`config.mk`:
```
export PLATFORM = sky130hd
export DESIGN_NAME = spi_mnrch_gen
export DESIGN_NICKNAME = d
export VERILOG_FILES = /design/src/rtl/spi_mnrch_gen.sv
export SDC_FILE = /design/constraint.sdc
export NUM_CORES = 1
export LEC_CHECK = 0
export ABC_AREA = 1
export CAP_MARGIN = 40
export CORE_UTILIZATION = 43
export DETAILED_ROUTE_END_ITERATION = 7
export HOLD_SLACK_MARGIN = 0.15
export PLACE_DENSITY_LB_ADDON = 0.05
export SLEW_MARGIN = 20
export SYNTH_ARGS = -nofsm -noshare
export SYNTH_HDL_FRONTEND = slang
export SYNTH_SLANG_ARGS = --single-unit
export TNS_END_PERCENT = 10
```
`constraint.sdc`:
```
create_clock -name clk -period 1.3 [get_ports clk]
set_input_delay 0.325 -clock clk [delete_from_list [all_inputs] [get_ports clk]]
set_output_delay 0.325 -clock clk [all_outputs]
set_load 0.05 [all_outputs]
```
`src/rtl/spi_mnrch_gen.sv`:
```
// spi_mnrch_gen: SPI mode-3 master with configurable word width, SCLK
// divider (period 2^DIV_LOG2 clk cycles) and one-hot slave-select fan-out.
// SCLK idles high, MOSI changes on SCLK falling edges and MISO is sampled
// on SCLK rising edges.
// Build option: define SPI_MNRCH_LSB_FIRST_EN to send/receive LSB first;
// the default build is MSB first. Timing is the same in both builds.
module spi_mnrch_gen #(
    parameter int  DATA_W   = 16,
    parameter int  DIV_LOG2 = 4,
    parameter int  NUM_SS   = 1,
    localparam int SW       = (NUM_SS > 1) ? $clog2(NUM_SS) : 1
) (
    input  logic              clk,
    input  logic              rst,
    input  logic              wrt,
    input  logic [DATA_W-1:0] wt_data,
    input  logic [SW-1:0]     ss_sel,
    input  logic              MISO,
    output logic              MOSI,
    output logic              SCLK,
    output logic [NUM_SS-1:0] SS_n,
    output logic              busy,
    output logic              done,
    output logic [DATA_W-1:0] rd_data
);

    typedef enum logic [1:0] {IDLE, FRONT, TRANSMIT, BACK} state_t;

    // Value of the rising-edge counter when the last bit of the word is sampled.
    localparam logic [4:0] LAST_BIT = 5'(DATA_W - 1);

    state_t              state;
    state_t              state_nxt;
    logic [DIV_LOG2-1:0] div_cnt;
    logic [4:0]          bit_cnt;
    logic [DATA_W-1:0]   shft;
    logic                smpl;
    logic [SW-1:0]       ss_q;

    logic accept;
    logic shift_en;
    logic sample_en;
    logic done_set;
    logic fall_nxt;
    logic rise_nxt;

    // The divider MSB is the SCLK phase: the next edge sets it (SCLK falls)
    // when the low bits are all ones, and wraps it (SCLK rises) at all ones.
    assign fall_nxt = ~div_cnt[DIV_LOG2-1] & (&div_cnt[DIV_LOG2-2:0]);
    assign rise_nxt = &div_cnt;

    // State register.
    always_ff @(posedge clk) begin
        if (rst) begin
            state <= IDLE;
        end else begin
            state <= state_nxt;
        end
    end

    // Next-state logic and the per-cycle strobes for the datapath.
    always_comb begin
        state_nxt = state;
        accept    = 1'b0;
        shift_en  = 1'b0;
        sample_en = 1'b0;
        done_set  = 1'b0;
        case (state)
            IDLE: begin
                if (wrt) begin
                    accept    = 1'b1;
                    state_nxt = FRONT;
                end
            end
            FRONT: begin
                // The first falling edge only starts the bit clock; the first
                // bit is already on MOSI, so nothing is shifted here.
                if (fall_nxt) begin
                    state_nxt = TRANSMIT;
                end
            end
            TRANSMIT: begin
                if (fall_nxt) begin
                    shift_en = 1'b1;
                end
                if (rise_nxt) begin
                    sample_en = 1'b1;
                    if (bit_cnt == LAST_BIT) begin
                        state_nxt = BACK;
                    end
                end
            end
            BACK: begin
                // The last sample has no falling edge of its own; it is
                // shifted in as the slave select is released.
                if (fall_nxt) begin
                    shift_en  = 1'b1;
                    done_set  = 1'b1;
                    state_nxt = IDLE;
                end
            end
            default: begin
                state_nxt = IDLE;
            end
        endcase
    end

    // Divider, bit counter, shift register, MISO sample, slave index and done flag.
    always_ff @(posedge clk) begin
        if (rst) begin
            div_cnt <= '0;
            bit_cnt <= '0;
            shft    <= '0;
            smpl    <= 1'b0;
            ss_q    <= '0;
            done    <= 1'b0;
        end else begin
            if (state == IDLE) begin
                div_cnt <= '0;
            end else begin
                div_cnt <= div_cnt + 1'b1;
            end

            if (accept) begin
                bit_cnt <= '0;
            end else if (sample_en) begin
                bit_cnt <= bit_cnt + 5'd1;
            end

            if (accept) begin
                shft <= wt_data;
                ss_q <= ss_sel;
            end else if (shift_en) begin
`ifdef SPI_MNRCH_LSB_FIRST_EN
                shft <= {smpl, shft[DATA_W-1:1]};
`else
                shft <= {shft[DATA_W-2:0], smpl};
`endif
            end

            if (sample_en) begin
                smpl <= MISO;
            end

            if (done_set) begin
                done <= 1'b1;
            end else if (accept) begin
                done <= 1'b0;
            end
        end
    end

    // Slave select: only the latched index is driven low while a transfer runs;
    // an index beyond the fan-out matches no output.
    always_comb begin
        SS_n = '1;
        if (state != IDLE) begin
            for (int i = 0; i < NUM_SS; i++) begin
                if (ss_q == SW'(i)) begin
                    SS_n[i] = 1'b0;
                end
            end
        end
    end

    assign SCLK    = ~((state == TRANSMIT) & div_cnt[DIV_LOG2-1]);
    assign busy    = (state != IDLE);
    assign rd_data = shft;
`ifdef SPI_MNRCH_LSB_FIRST_EN
    assign MOSI    = shft[0];
`else
    assign MOSI    = shft[DATA_W-1];
`endif

endmodule
```
==> qor.yml, run 1 <==
status: "finished with violations"
failed_checks: "setup timing"
reg2reg_slack_ns: -0.22
drv_cap: 0
h-tree-depth: 2
r2r_start: "bit_cnt[1]$_SDFFE_PP0P_"
hold_start: "bit_cnt[3]$_SDFFE_PP0P_"
ys_ff_latch: 30
diodes: 0
port-buffer-count: 41
peakVddDrop_mv: 1.06
die_width_um: 63.1
fmax_mhz: 648
end_kind: "primary output"
ios: 42
netlist_area_um2: 1600
grt_pass1_vias: 1430
avgRoutedWirePerCell_um: 10.8
viasPerCell: 4.61
yosysWarnings: 0
post-route-drc-count: 0
placed_area_um2: 2400
worstPathMaxFanout: 3
power.static_leakage_nw: 1.12
clkLatencyLatePin_ns: 0.28
synthTopCellsByCount: "nand2_1, nor2_1, dfxtp_1"
whs_ns: 0.455
grt_overflow: 0
netlist-cell-type-count: 21
hold_buffers: 0
pre_cts_ws_ns: -0.366
core_um2: 3440
hold_depth: 2
r2r_end: "state[1]$_SDFFE_PP0P_"
ant_nets: 0
synth_area_leaders: "dfxtp_1, nand2_1, nor2_1"
layout_setup_ws_ns: -0.243
cts_made_buffers: 5
fill_cells: 264
dieArea_um2: 3980
worstPathRequired_ns: 0.98
hold_end: "bit_cnt[3]$_SDFFE_PP0P_"
start_util: 0.466
min_path_type: "flop to flop"
groute.usage.overall: 0.196
arrival_ns: 1.22
worst_slew_pin_slew_ns: 0.235
num_vias: 1534
routed_wl_mm: 3.60
synthCells: 226
cts_root_buf: "clkbuf_8"
rows: 21
die_h_um: 63.1
nets: 318
firstDrtPassIters: 4
fin_crit_ns: 1.54
critPathLaunchType: "flop"
max_slew_margin: 0.842
syn_nets: 256
first_iter_violations: 78
ys_seq_area_frac: 0.375
drive_above_1_share: 0.321
cts.sinks: 30
fin_tns_setup_ns: -2.41
clk_path_buf_depth: 2
yosys.area.top_type_share: 0.375
rr_worst_depth: 9
yosysMostFrequentCell: "nand2_1"
setup_viol: 22
period_share: 1.19
hold_violations: 0
synth_edf_count: 0
dp_hpwl_mm: 2.62
area_growth_pct: 59.2
p_per_area_nw_per_um2: 1990
grt_max_degree: 18
cts_tree: "yes"
antenna_found_initial: 0
grt_first_pass_wirelength_mm: 5.98
synth_top_flop_cell: "dfxtp_1"
final_cell_area_um2: 2550
slew_violations: 0
yosys.area.top_type: "dfxtp_1"
path_class: "flop to primary output"
utilization: 0.741
async_flop_share: 0
gp_congestion: 0.757
rsz0062_at_grt: "true"
path_clk_slew_ns: 0.06
syn_avg_cell_area_um2: 7.09
clock_skew_ns: 0.00122
routing by layer:
layer | GRT usage | wire length (um)
met2 | 0.332 | 1720
met1 | 0.223 | 1660
met3 | 0.0616 | 177
met4 | 0.0872 | 44
met5 | 0 | 0
final cells by class:
cell class	count	area, um^2	share of cell area
Timing Repair Buffer	64	813	0.319
Multi-Input combinational cell	166	907	0.356
Sequential cell	30	606	0.237
Inverter	21	85.1	0.0333
Clock buffer	6	82.6	0.0324
Tap cell	46	57.6	0.0226
worst max-delay path by stage:
stage | from | endpoint | cells past startpoint
2_1_floorplan | state[1]$_SDFFE_PP0P_ | state[1]$_SDFFE_PP0P_ | 9
3_3_place_gp | wrt | rd_data[13]$_SDFFE_PP0P_ | 7
3_5_place_dp | wrt | rd_data[10]$_SDFFE_PP0P_ | 7
4_1_cts | state[0]$_SDFFE_PP0P_ | SS_n | 4
5_1_grt | bit_cnt[1]$_SDFFE_PP0P_ | state[1]$_SDFFE_PP0P_ | 10
6_report | state[0]$_SDFFE_PP0P_ | SS_n | 4
cells by family (layout without fill, tap and decap cells):
logic type                 count (synthesis)  count (layout)  synth area share
and+or+nand+nor                          143             143             0.413
DFF                                       30              30             0.375
buffers and inverters                     30              91            0.0952
AOI/OAI and AO/OA                         14              14            0.0468
adders and majority gates                  9               9            0.0703
flip-flops by register name, summed over array words and instances, names as in the netlist:
name     flops
bit_cnt      5
div_cnt      4
done         1
rd_data     16
smpl         1
ss_q         1
state        2
what timing repair did:
action | CTS | global route
endpoints found under the setup margin | 25 | 29
pin swaps | 1 | 8
buffers inserted | 2 | 1
hold endpoints to repair | 0 | 0
gates resized for setup | 6 | 9
worst max-delay path: stages, from the launching register on:
cell	delay, ns
dfxtp_2	0.33
inv_2	0.05
ha_4	0.17
or2_4	0.23
buf_8	0.15
metrics by stage:
step	total power, W	instances
floorplan	0.00305	226
detailed placement	0.00430	324
finish	0.00508	333
CTS	0.00513	332
global placement	0.00425	324
global route	0.00543	333
layout by cell type (no fill, tap or decap):
cell	n
clkbuf_8	6
a21oi_1	6
clkinvlp_4	1
buf_4	21
nor2_1	47
clkdlybuf4s50_1	20
inv_1	13
nor3_1	2
o31ai_1	1
o21ai_1	1
nand2_4	4
dfxtp_2	4
ha_4	2
o21bai_1	1
nand3_1	7
nor2_4	1
or2_4	1
dfxtp_1	26
inv_4	1
nor2_2	4
buf_8	1
inv_2	6
nand3_2	12
nand2_1	62
ha_2	3
ha_1	4
nor3_2	1
buf_12	22
nand2_2	2
o21ai_0	5
power breakdown:
part           total [W]  leakage (nW)  internal, W  switching, W
clock           0.000731        0.0431     0.000407      0.000324
sequential       0.00137         0.247      0.00113      0.000239
combinational    0.00298         0.832      0.00138       0.00160
(Power assumes the default switching activity.)
==> run 2: changes to the inputs <==
--- a/config.mk
+++ b/config.mk
@@ -8,6 +8,7 @@
 export ABC_AREA = 1
 export CAP_MARGIN = 40
 export CORE_UTILIZATION = 43
+export CTS_CLUSTER_DIAMETER = 50
 export DETAILED_ROUTE_END_ITERATION = 7
 export HOLD_SLACK_MARGIN = 0.15
 export PLACE_DENSITY_LB_ADDON = 0.05
==> results of run 2 <==
The final DEF is identical to that of run 1; final timing and power are the same.
